**src/rtl/multi_clock_divider.sv**
```systemverilog
// N-channel programmable clock divider: registered divided clocks, rising-edge ticks,
// and double-buffered period/high-time that take effect only at a safe apply point.
module multi_clock_divider #(
    parameter int N_CH    = 4,
    parameter int CNT_W   = 16,
    parameter int DEF_DIV = 2
) (
    input  logic             i_clk_in,
    input  logic             i_rst,
    input  logic             i_wr_en,
    input  logic [3:0]       i_wr_ch,
    input  logic [CNT_W-1:0] i_wr_div,
    input  logic [CNT_W-1:0] i_wr_high,
    input  logic [N_CH-1:0]  i_en,
    input  logic             i_sync,
    output logic [N_CH-1:0]  o_clk_out,
    output logic [N_CH-1:0]  o_tick,
    output logic [N_CH-1:0]  o_pend
);

    localparam logic [CNT_W-1:0] P_RST = CNT_W'(DEF_DIV);
    localparam logic [CNT_W-1:0] H_RST = CNT_W'(DEF_DIV / 2);
    localparam logic [CNT_W-1:0] P_MIN = CNT_W'(2);

    for (genvar g = 0; g < N_CH; g++) begin : g_ch
        logic [CNT_W-1:0] r_cnt;
        logic [CNT_W-1:0] r_act_p;
        logic [CNT_W-1:0] r_act_h;
        logic [CNT_W-1:0] r_pnd_p;
        logic [CNT_W-1:0] r_pnd_h;
        logic             r_pend;
        logic             r_run;
        logic             r_clk;
        logic             r_tick;

        logic             w_idle;
        logic             w_wr_hit;
        logic             w_wrap;
        logic             w_apply;
        logic [CNT_W-1:0] w_cnt_nxt;
        logic [CNT_W-1:0] w_p_nxt;
        logic [CNT_W-1:0] w_h_nxt;
        logic             w_clk_nxt;

        // Out-of-range channel indices never match, so those writes vanish.
        assign w_wr_hit = i_wr_en && (i_wr_ch == 4'(g));
        assign w_idle   = !i_en[g] || (r_act_p < P_MIN);
        assign w_wrap   = (r_cnt == r_act_p - 1'b1);
        assign w_apply  = w_idle || i_sync || w_wrap;

        // Restart at phase 0 on the first running cycle, on sync, and at wrap.
        always_comb begin
            w_cnt_nxt = r_cnt + 1'b1;
            if (w_idle || !r_run || i_sync || w_wrap) begin
                w_cnt_nxt = '0;
            end
            w_p_nxt   = w_apply ? r_pnd_p : r_act_p;
            w_h_nxt   = w_apply ? r_pnd_h : r_act_h;
            w_clk_nxt = !w_idle && (w_p_nxt >= P_MIN) && (w_cnt_nxt < w_h_nxt);
        end

        always_ff @(posedge i_clk_in or negedge i_rst) begin
            if (!i_rst) begin
                r_cnt   <= '0;
                r_act_p <= P_RST;
                r_act_h <= H_RST;
                r_pnd_p <= P_RST;
                r_pnd_h <= H_RST;
                r_pend  <= 1'b0;
                r_run   <= 1'b0;
                r_clk   <= 1'b0;
                r_tick  <= 1'b0;
            end else begin
                r_cnt   <= w_cnt_nxt;
                r_act_p <= w_p_nxt;
                r_act_h <= w_h_nxt;
                r_run   <= !w_idle;
                r_clk   <= w_clk_nxt;
                r_tick  <= w_clk_nxt && !r_clk;
                if (w_wr_hit) begin
                    r_pnd_p <= i_wr_div;
                    r_pnd_h <= i_wr_high;
                    r_pend  <= 1'b1;
                end else if (w_apply) begin
                    r_pend  <= 1'b0;
                end
            end
        end

        assign o_clk_out[g] = r_clk;
        assign o_tick[g]    = r_tick;
        assign o_pend[g]    = r_pend;
    end

endmodule

```
**config.mk**
```make
export PLATFORM = sky130hd
export DESIGN_NAME = multi_clock_divider
export DESIGN_NICKNAME = d
export VERILOG_FILES = /design/src/rtl/multi_clock_divider.sv
export SDC_FILE = /design/constraint.sdc
export NUM_CORES = 1
export LEC_CHECK = 0
export ABC_CLOCK_PERIOD_IN_PS = 13400
export CORE_UTILIZATION = 35
export CTS_CLUSTER_DIAMETER = 120
export DETAILED_ROUTE_END_ITERATION = 8
export DONT_BUFFER_PORTS = 1
export HOLD_SLACK_MARGIN = 0.02
export PLACE_DENSITY = 0.46
export SYNTH_ARGS = -nofsm -noshare
export SYNTH_HDL_FRONTEND = slang
export SYNTH_SLANG_ARGS = --single-unit
```
**constraint.sdc**
```tcl
create_clock -name i_clk_in -period 13.4 [get_ports i_clk_in]
set_input_delay 1.34 -clock i_clk_in [delete_from_list [all_inputs] [get_ports i_clk_in]]
set_output_delay 1.34 -clock i_clk_in [all_outputs]
set_load 0.01 [all_outputs]
```
==> metrics.md <==
| Metric | Value |
|---|---|
| Status | `finished, final reports clean` |
| Wire length per cell | `20.7 um` |
| Peak Freq | `184 MHz` |
| Clock share of power | `36.3%` |
| Post-Place Setup Slack | `7.96 ns` |
| Placed wire-length estimate | `30.1 mm` |
| Fin nets | `1562` |
| Post-Syn Nets | `1576` |
| Overflow after GRT | `0` |
| Reg-to-reg endpoint | `g_ch[2].r_clk` |
| Seq/Total Area, Yosys | `49.3%` |
| Worst Hold Depth | `2` |
| Worst stage delay on the critical path | `0.59 ns` |
| Final-report hold violation count | `0` |
| Root Driver | `clkbuf_16` |
| Vias in the first global route | `11200` |
| H-tree depth | `2` |
| Pwr dens | `159 nW/um^2` |
| Unique masters post-synth | `73` |
| Final setup viols | `0` |
| Largest net degree at the start of global routing | `337` |
| DIE HEIGHT | `223 um` |
| HP Class | `reg2reg` |
| Synthesis-to-finish area growth | `10.7%` |
| Tmin final | `5.42 ns` |
| Detailed Route Iter0 Violations | `613` |
| TritonCTS clock tree | `built` |
| Worst Path Max Fanout | `21` |
| Global-route wire length before repair | `68.1 mm` |
| Number of max-cap violations | `0` |
| GP Congestion | `0.796` |
| Post-synth design cell area | `17100 sq um` |
| Primary FF master, synth | `dfrtp_1` |
| Slew Limit Headroom | `32.9%` |
| Port Buffers | `0` |
| PostCTS Resize Cnt | `0` |
| Critical path origin | `g_ch[2].r_act_p[3]` |
| Hold Buf Count CTS | `0` |
| Drt total wl | `43.4 mm` |
| CP Buf/Inv Count | `2` |
| Clock skew after layout | `0.00996 ns` |
| Reg2reg start | `g_ch[2].r_act_p[3]` |
| Switching power total | `0.849 mW` |
| Row count | `80` |
| Crit path depth | `18` |
| CP arrival | `5.87 ns` |
| Multiplexer share of the synthesized area | `17.4%` |
| Core area | `47900 sq um` |
| Setup crit end kind | `flip-flop` |
| Top delay family on crit path | `compound AO/OA/AOI/OAI gates` |
| Area post-placement | `17600 sq um` |
| RSZ-0062 raised after global routing | `no` |
| Warnings from Yosys | `0` |
| Synthesized flop and latch total | `336` |
| IR drop worst, VDD | `0.0915 mV` |
| Vias/cell | `5.19` |
| Clock sink count | `336` |
| Sw frac | `28.2%` |
| Reg2reg setup slack | `7.98 ns` |
| Synth Area in Simple Gates | `12.0%` |
| Share of power burned in registers | `46.5%` |
| Power Total | `3.01 mW` |
| TritonRoute pass-1 iters | `4` |
| Layout cells sized above 1 | `19.8%` |
| Tot GR Track Use | `18.0%` |
| Design area | `18900 sq um` |
| Post-Synth Adder-Cell Area | `4.98%` |
| Combinational power share | `17.2%` |
| Hold Crit Endpoint | `g_ch[1].r_act_h[0]` |
| Post-route setup TNS | `0 ns` |
| Largest family of logic cells by synthesized area | `multiplexers` |
| Pint | `2.16 mW` |
| Worst r2r path cells | `18` |
| Antenna violations before repair | `11` |
| Final ANT Viol Nets | `0` |
| Setup repair bufs after CTS | `0` |
| Slowest CP cell | `or4_1` |
| Post-route setup slack | `7.98 ns` |
| Die Wd | `223 um` |
| Mapped Cells | `1464` |
| Crit share post-route | `40.5%` |
| Detailed-route via count | `10900` |
| XOR/XNOR Fraction of Synth Area | `6.77%` |
| Leak | `8.44 nW` |
| Synth async-reset ratio | `100%` |
| Clock Tree Buf Depth | `3` |
| Pins over their slew limit | `0` |
| Die area | `49700 sq um` |
| Critical path cell sequence | `or4_1, or3_4, or3_1, and4b_1, o32a_1, a21oi_4, buf_4, mux2_2, inv_1, ha_1, a21o_1, a21oi_1, nor2b_1, o21ai_0, nand2b_1, a211oi_1, o21ai_0, a211oi_1` |
| Clock transition at path regs | `0.06 ns` |
| CTS Buf Count | `39` |
| Num ports | `56` |
| Actual slew at the worst max-slew pin | `0.993 ns` |
| Initial Util | `35.6%` |
| CP Data Required Time | `13.85 ns` |
| Startpoint Class | `flip-flop` |
| Critical path class | `reg2reg` |
| Synthesized area per cell | `11.7 sq um` |
| Complex-gate fraction of the synthesized area | `5.99%` |
| DRC viols | `0` |
| EDFF count, synth | `0` |
| Hold_sp | `g_ch[1].r_act_h[0]` |
| Clk_lat worst skew | `0.55 ns` |
[routing by layer]
layer	share of wire, %	global-route usage [%]	routed length (um)	vias up
met3	4.7	3.31	2060	52
met4	2.2	5.21	938	0
met2	45	27.7	19300	174
li1	-	-	-	5193
met1	49	25.9	21100	5449
met5	0	0	0	-
[tightest hold or removal path, cell delays in order (launching register included)]
cell and delay (ns):
dfstp_2 0.37, nand2_1 0.05, nand2_1 0.04
[registers in the layout, summed over array words and instances, names as in the netlist]
register	cells
g_ch.r_tick	4
g_ch.r_clk	4
g_ch.r_act_p	64
g_ch.r_act_h	64
g_ch.r_pnd_p	64
g_ch.r_pend	4
g_ch.r_pnd_h	64
g_ch.r_run	4
g_ch.r_cnt	64
[worst max path at each step]
stage	endpoint	slack, ns
2_1_floorplan	g_ch[0].r_tick	8.98
3_3_place_gp	g_ch[2].r_clk	8.03
3_5_place_dp	g_ch[2].r_clk	7.96
4_1_cts	g_ch[2].r_clk	7.92
5_1_grt	g_ch[2].r_clk	7.58
6_report	g_ch[2].r_clk	7.98
[power by group through the flow]
stage               combinational (mW)  sequential [mW]  clock, mW
floorplan                        0.452             1.34          0
global placement                 0.513             1.42          0
detailed placement               0.522             1.42          0
CTS                              0.525             1.40       1.13
global route                     0.584             1.43       1.17
finish                           0.518             1.40       1.09
[cells by family (layout without fill, tap and decap cells)]
| logic type | count (synthesis) | in the layout |
|---|---|---|
| simple gates | 381 | 381 |
| flops | 336 | 336 |
| mux | 270 | 270 |
| compound gates | 142 | 142 |
| buf+inv | 135 | 150 |
| xor+xnor | 132 | 132 |
| fa+ha+maj | 68 | 68 |
| other cells | 0 | 2 |
[per-stage QoR]
| stage | cells | util [%] | hold slack [ns] |
|---|---|---|---|
| after CTS | 2094 | 39.5 | 0.457 |
| after global routing | 2094 | 39.5 | 0.468 |
| after detailed placement | 2024 | 36.7 | 0.450 |
| after floorplan | 1464 | - | 0.412 |
| final | 2096 | 39.5 | 0.459 |
| after global placement | 2024 | 36.7 | 0.444 |
[layout by cell type (no fill, tap or decap), types with 10 or more instances in the layout]
cell,instances
dfrtp_1,320
mux2_2,187
nor2_1,82
xnor2_1,77
inv_1,73
ha_1,68
mux2i_1,59
xor2_1,55
nand2_1,51
nand3_1,46
clkbuf_16,41
nor3_1,35
nor4_1,28
o21ai_0,24
mux2_1,24
a21o_1,23
and3_1,22
a21oi_1,21
nand4_1,17
dfstp_2,16
or4_1,15
nor2b_1,15
or3_1,12
a211oi_1,12
o211ai_1,10
[layout make-up]
cell class,instances,area (sq um)
Fill cell,4664,29000
Sequential cell,336,8430
Multi-Input combinational cell,993,8080
Clock buffer,57,1160
Tap cell,615,769
Inverter,74,278
Clock inverter,13,155
Timing Repair Buffer,6,45.0
Antenna cell,2,5.00
[cell usage after synthesis, drive strengths merged (3+ instances only)]
| library cell | instances | share of area [%] |
|---|---|---|
| a2111oi | 4 | 0.35 |
| a211o | 4 | 0.21 |
| a211oi | 12 | 0.53 |
| a21o | 23 | 1.0 |
| a21oi | 22 | 0.67 |
| a31oi | 8 | 0.29 |
| and3 | 22 | 0.81 |
| and3b | 3 | 0.15 |
| and4 | 4 | 0.21 |
| buf | 35 | 1.4 |
| clkbuf | 26 | 0.57 |
| dfrtp | 320 | 47 |
| dfstp | 16 | 2.5 |
| ha | 68 | 5.0 |
| inv | 73 | 1.6 |
| mux2 | 211 | 14 |
| mux2i | 59 | 3.5 |
| nand2 | 53 | 1.2 |
| nand2b | 9 | 0.33 |
| nand3 | 47 | 1.4 |
| nand3b | 5 | 0.22 |
| nand4 | 17 | 0.62 |
| nor2 | 84 | 1.8 |
| nor2b | 15 | 0.55 |
| nor3 | 36 | 1.1 |
| nor3b | 7 | 0.31 |
| nor4 | 30 | 1.2 |
| nor4b | 7 | 0.40 |
| o2111a | 4 | 0.26 |
| o211ai | 10 | 0.44 |
| o21a | 4 | 0.18 |
| o21ai | 24 | 0.70 |
| o41ai | 3 | 0.15 |
| or2 | 8 | 0.29 |
| or3 | 13 | 0.51 |
| or4 | 15 | 0.66 |
| xnor2 | 77 | 3.9 |
| xor2 | 55 | 2.8 |
(Power assumes the default switching activity.)
